`src/rtl/uart_tx_scheduler_pkg.sv`:
```
// Shared definitions for the UART transmit byte-slot scheduler.
// Optional watchdog is enabled by defining UART_TX_TIMEOUT_EN (see top).
package uart_tx_scheduler_pkg;

    // Scheduler state: IDLE presents the idle byte, SEND presents a latched byte
    typedef enum logic {
        IDLE = 1'b0,
        SEND = 1'b1
    } state_t;

    // Byte presented to the UART when nothing is granted (a no-op downstream)
    localparam logic [7:0] IDLE_BYTE_DEFAULT = 8'h00;

    // Conventional requester slots
    localparam int REQ_MANUAL = 0;
    localparam int REQ_SCRIPT = 1;

    // Width of requester indices / grant_id, independent of NUM_REQ
    localparam int ID_W = 2;

endpackage

```
`src/rtl/uart_tx_scheduler_rr_arbiter.sv`:
```
// Combinational round-robin picker: first asserted request at or after ptr,
// wrapping modulo NUM_REQ.
module uart_tx_scheduler_rr_arbiter
    import uart_tx_scheduler_pkg::*;
#(
    parameter int NUM_REQ = 2
) (
    input  logic [NUM_REQ-1:0] req,
    input  logic [ID_W-1:0]    ptr,
    output logic [ID_W-1:0]    winner,
    output logic               any_valid
);

    // Scan offsets from furthest to nearest so the nearest asserted request wins
    always_comb begin
        winner    = '0;
        any_valid = 1'b0;
        for (int k = NUM_REQ - 1; k >= 0; k--) begin
            if (req[(int'(ptr) + k) % NUM_REQ]) begin
                winner    = ID_W'((int'(ptr) + k) % NUM_REQ);
                any_valid = 1'b1;
            end
        end
    end

endmodule

```
`src/rtl/uart_tx_scheduler.sv`:
```
// Shares the UART transmit byte slot between NUM_REQ producers using
// round-robin arbitration. New bytes load only on tx_done (frame boundary).
// Optional feature: define UART_TX_TIMEOUT_EN to add a SEND-state watchdog
// that drops a stalled byte and raises a sticky timeout_err.
module uart_tx_scheduler
    import uart_tx_scheduler_pkg::*;
#(
    parameter int         NUM_REQ     = 2,
    parameter logic [7:0] IDLE_BYTE   = IDLE_BYTE_DEFAULT,
    parameter int         TIMEOUT_CYC = 4096
) (
    input  logic                 clk,
    input  logic                 rst_n,
    input  logic                 hold,
    input  logic [NUM_REQ-1:0]   req_valid,
    input  logic [8*NUM_REQ-1:0] req_data,
    output logic [NUM_REQ-1:0]   req_ack,
    output logic [7:0]           tx_bits,
    input  logic                 tx_done,
    output logic                 busy,
    output logic [1:0]           grant_id,
    output logic [15:0]          sent_cnt,
    output logic                 timeout_err
);

    state_t            state;
    logic [ID_W-1:0]   rr_ptr;
    logic [ID_W-1:0]   winner;
    logic              any_valid;
    logic [7:0]        win_data;
    logic [NUM_REQ-1:0] win_onehot;
    logic [ID_W-1:0]   rr_next;

    uart_tx_scheduler_rr_arbiter #(
        .NUM_REQ(NUM_REQ)
    ) u_arb (
        .req      (req_valid),
        .ptr      (rr_ptr),
        .winner   (winner),
        .any_valid(any_valid)
    );

    // Winner's byte, its one-hot ack, and the pointer position after it
    always_comb begin
        win_data   = IDLE_BYTE;
        win_onehot = '0;
        for (int i = 0; i < NUM_REQ; i++) begin
            if (winner == ID_W'(i)) begin
                win_data      = req_data[8*i +: 8];
                win_onehot[i] = 1'b1;
            end
        end
        rr_next = (int'(winner) == NUM_REQ - 1) ? '0 : winner + 1'b1;
    end

`ifdef UART_TX_TIMEOUT_EN
    localparam logic [15:0] TO_LAST = 16'(TIMEOUT_CYC - 1);
    logic [15:0] wd_cnt;
    logic        to_flag;
    assign timeout_err = to_flag;
`else
    assign timeout_err = 1'b0;
`endif

    // Frame-boundary scheduler: complete, count, then pick and latch the next byte
    always_ff @(posedge clk or negedge rst_n) begin
        if (!rst_n) begin
            state    <= IDLE;
            tx_bits  <= IDLE_BYTE;
            req_ack  <= '0;
            busy     <= 1'b0;
            grant_id <= '0;
            sent_cnt <= '0;
            rr_ptr   <= '0;
`ifdef UART_TX_TIMEOUT_EN
            wd_cnt   <= '0;
            to_flag  <= 1'b0;
`endif
        end else begin
            req_ack <= '0;
            if (tx_done) begin
                if (state == SEND) begin
                    sent_cnt <= sent_cnt + 16'd1;
                end
                if (!hold && any_valid) begin
                    tx_bits  <= win_data;
                    grant_id <= winner;
                    busy     <= 1'b1;
                    state    <= SEND;
                    req_ack  <= win_onehot;
                    rr_ptr   <= rr_next;
                end else begin
                    tx_bits  <= IDLE_BYTE;
                    busy     <= 1'b0;
                    state    <= IDLE;
                end
`ifdef UART_TX_TIMEOUT_EN
                wd_cnt <= '0;
`endif
            end
`ifdef UART_TX_TIMEOUT_EN
            // Stalled frame: drop the byte without counting it
            else if (state == SEND) begin
                if (wd_cnt == TO_LAST) begin
                    to_flag <= 1'b1;
                    state   <= IDLE;
                    tx_bits <= IDLE_BYTE;
                    busy    <= 1'b0;
                    wd_cnt  <= '0;
                end else begin
                    wd_cnt <= wd_cnt + 16'd1;
                end
            end
`endif
        end
    end

endmodule

```
`config.mk`:
```
export PLATFORM = sky130hd
export DESIGN_NAME = uart_tx_scheduler
export DESIGN_NICKNAME = d
export VERILOG_FILES = /design/src/rtl/uart_tx_scheduler_pkg.sv /design/src/rtl/uart_tx_scheduler_rr_arbiter.sv /design/src/rtl/uart_tx_scheduler.sv
export SDC_FILE = /design/constraint.sdc
export NUM_CORES = 1
export LEC_CHECK = 0
export BUFFER_PORTS_ARGS = -buffer_cell sky130_fd_sc_hd__buf_2
export CORE_AREA = 3 3 62 64
export CTS_BUF_LIST = sky130_fd_sc_hd__clkbuf_4
export DETAILED_ROUTE_END_ITERATION = 8
export DIE_AREA = 0 0 65 67
export GPL_ROUTABILITY_DRIVEN = 1
export GPL_TIMING_DRIVEN = 0
export PLACE_DENSITY_LB_ADDON = 0.05
export SLEW_MARGIN = 10
export SYNTH_ARGS = -nofsm -noshare
export SYNTH_HDL_FRONTEND = slang
export SYNTH_HIERARCHICAL = 1
export SYNTH_SLANG_ARGS = --single-unit
export TNS_END_PERCENT = 100
```
`constraint.sdc`:
```
create_clock -name clk -period 1.67 [get_ports clk]
set_input_delay 0.167 -clock clk [delete_from_list [all_inputs] [get_ports clk]]
set_output_delay 0.167 -clock clk [all_outputs]
set_load 0.01 [all_outputs]
```
==> results.json <==
{
  "r2r_cells": 5,
  "setup_violations": 0,
  "clkPwrFrac_pct": 23.8,
  "ys_warn_count": 6,
  "total_power_mw": 1.696,
  "antenna_found_initial": 0,
  "n_antenna_cell": 0,
  "crit_required_ns": 1.88,
  "port_buffers": 50,
  "core_region_area_sq_mm": 0.003337,
  "avgSynthCellArea_sq_um": 11.36,
  "cp-endpoint": "sent_cnt[12]",
  "switching_share_pct": 30.26,
  "rrSetupSlack_ns": 0.25,
  "grt_max_degree": 31,
  "pwr-share-comb_pct": 22.3,
  "skew_ns": 0.01280,
  "crit_buf_inv": 0,
  "path_cells": "ha_1, nand4_1, nor2_1, nand3_1, xnor2_1",
  "grt_use_total_pct": 13.57,
  "die_area_sq_mm": 0.004355,
  "clk_pin_slew_ns": 0.10,
  "status": "finished clean",
  "die_x_microns": 65,
  "p_int_mw": 1.183,
  "finalSetupTns_ns": 0,
  "fin_util_pct": 50.96,
  "crit_fanout": 4,
  "end_kind": "flop",
  "syn_nets": 140,
  "worst_setup_path_start_kind": "flop",
  "antenna_left": 0,
  "die_h_microns": 67,
  "slew_violations": 0,
  "drcViolationCount": 0,
  "cts_buffer_depth": 2,
  "worstReg2RegEnd": "sent_cnt[12]",
  "critical_path_depth": 5,
  "gp_congestion": 0.7139,
  "p_leak_nw": 0.9120,
  "worst_pin_slew_ns": 0.6627,
  "drt_iter0_drc": 26,
  "rsz0062_at_grt": "false",
  "clockRootBuffer": "clkbuf_4",
  "path_class": "flop to flop",
  "grt_pass1_wl_microns": 4312,
  "start_util_pct": 39.82,
  "avgViaCountPerCell": 4.518,
  "hold_viol": 0,
  "fillers": 357,
  "cts_tree": "yes",
  "drive_gt1_share_pct": 38.64,
  "numCtsBuffers": 5,
  "powerDensity_mw_per_mm2": 997.3,
  "crit_slowest_cell": "dfrtp_1",
  "hpwl_microns": 1946,
  "timing.fmax_mhz": 702.3,
  "synth.cell_area_sq_mm": 0.001329,
  "cp.arrival_ns": 1.63,
  "post-route-min-period_ns": 1.424,
  "grt-ovfl-total": 0,
  "via_count": 1003,
  "slew-limit-headroom_pct": 55.82,
  "row_count": 21,
  "synth_cells": 117,
  "avgRoutedWirePerCell_microns": 11.59,
  "htreeDepth": 2,
  "drv_cap": 0,
  "syn_to_final_growth_pct": 27.97,
  "rr_startpoint": "sent_cnt[0]",
  "cts_num_sinks": 30,
  "critical-path-max-stage-delay_ns": 0.41,
  "wl_microns": 2574,
  "crit_start": "sent_cnt[0]",
  "grt_pass1_vias": 948,
  "holdCritPathClass": "primary input to flop",
  "critical-path-top-delay-family": "simple AND/OR/NAND/NOR gates",
  "clk_latency_ns": 0.32,
  "hp-start": "req_data[15]",
  "pwr-share-seq_pct": 54.0,
  "dr.pass1.iters": 4,
  "vdd_drop_max_mv": 0.4299,
  "post-route-period-util_pct": 85.26,
  "nets": 198,
  "netSwitchingPower_uw": 513.1,
  "io_pins": 52
}
[cell type report]
type	instances	area, sq um	share of cell area (%)
flip-flops and latches	30	750.7	44.15
multi-input cells	70	496.7	29.21
repair buffers	51	260.3	15.31
well taps	46	57.56	3.385
clock buffers	6	45.04	2.649
inverters	12	45.04	2.649
plain buffers	5	36.28	2.134
clock inverters	2	8.758	0.5151
[power groups by stage]
stage | Sequential [mW] | Combinational (mW) | Clock (mW)
final | 0.915 | 0.378 | 0.403
after global routing | 0.933 | 0.423 | 0.468
after CTS | 0.918 | 0.389 | 0.426
after detailed placement | 0.931 | 0.388 | 0
after global placement | 0.923 | 0.381 | 0
after floorplan | 0.965 | 0.177 | 0
[what timing repair did]
item / 4_1_cts / 5_1_grt
hold buffers: 1 / 0
buffers inserted: 0 / 0
gates resized for setup: 0 / 0
hold endpoints to repair: 30 / 0
[metal layers]
metal | part of all wire (%) | track usage, % | up-vias
met5 | 0 | 0 | -
met4 | 1.2 | 4.749 | 0
met3 | 8.0 | 5.902 | 6
met2 | 49 | 23.24 | 33
met1 | 42 | 14.94 | 463
li1 | - | - | 501
[cell usage in the layout (no fill, tap or decap), types with 2 or more instances in the layout]
cell type and count:
inv_1 12, buf_4 2, clkbuf_4 6, nand2_1 6
xor2_1 3, conb_1 2, mux2_2 2, or2_1 2
dfrtp_1 30, nand4_1 3, mux2i_1 8, o22ai_1 8
o21ai_0 3, buf_2 52, and3_1 3, xnor2_1 12
nand3_1 7, nor2_1 5
[worst min-delay path, stage by stage]
cell	delay (ns)
buf_2	0.08
mux2i_1	0.06
o22ai_1	0.10
[how the worst min path moves through the flow]
stage | to | slack, ns | cells after the start
3_3_place_gp | sent_cnt[3] | 0.23 | 1
6_report | tx_bits[7] | 0.12 | 3
2_1_floorplan | grant_id[0] | -0.13 | 0
5_1_grt | tx_bits[7] | 0.11 | 3
3_5_place_dp | sent_cnt[3] | 0.24 | 1
4_1_cts | tx_bits[1] | 0.11 | 3
[registers in the layout, indices dropped and copies added (netlist names)]
register,count
sent_cnt,16
tx_bits,8
grant_id,2
req_ack,2
rr_ptr,1
state,1
[metrics by stage]
step                      hold WS [ns]  cell area (sq um)  cells  worst slack, ns
after floorplan                -0.1286               1329    117           0.3522
after global placement          0.2339               1637    213           0.2468
after detailed placement        0.2377               1637    213           0.2562
after CTS                       0.1106               1700    222           0.2226
after global routing            0.1118               1700    222           0.1266
final                           0.1220               1700    222           0.2461
Power figures use the tool's default switching activity.
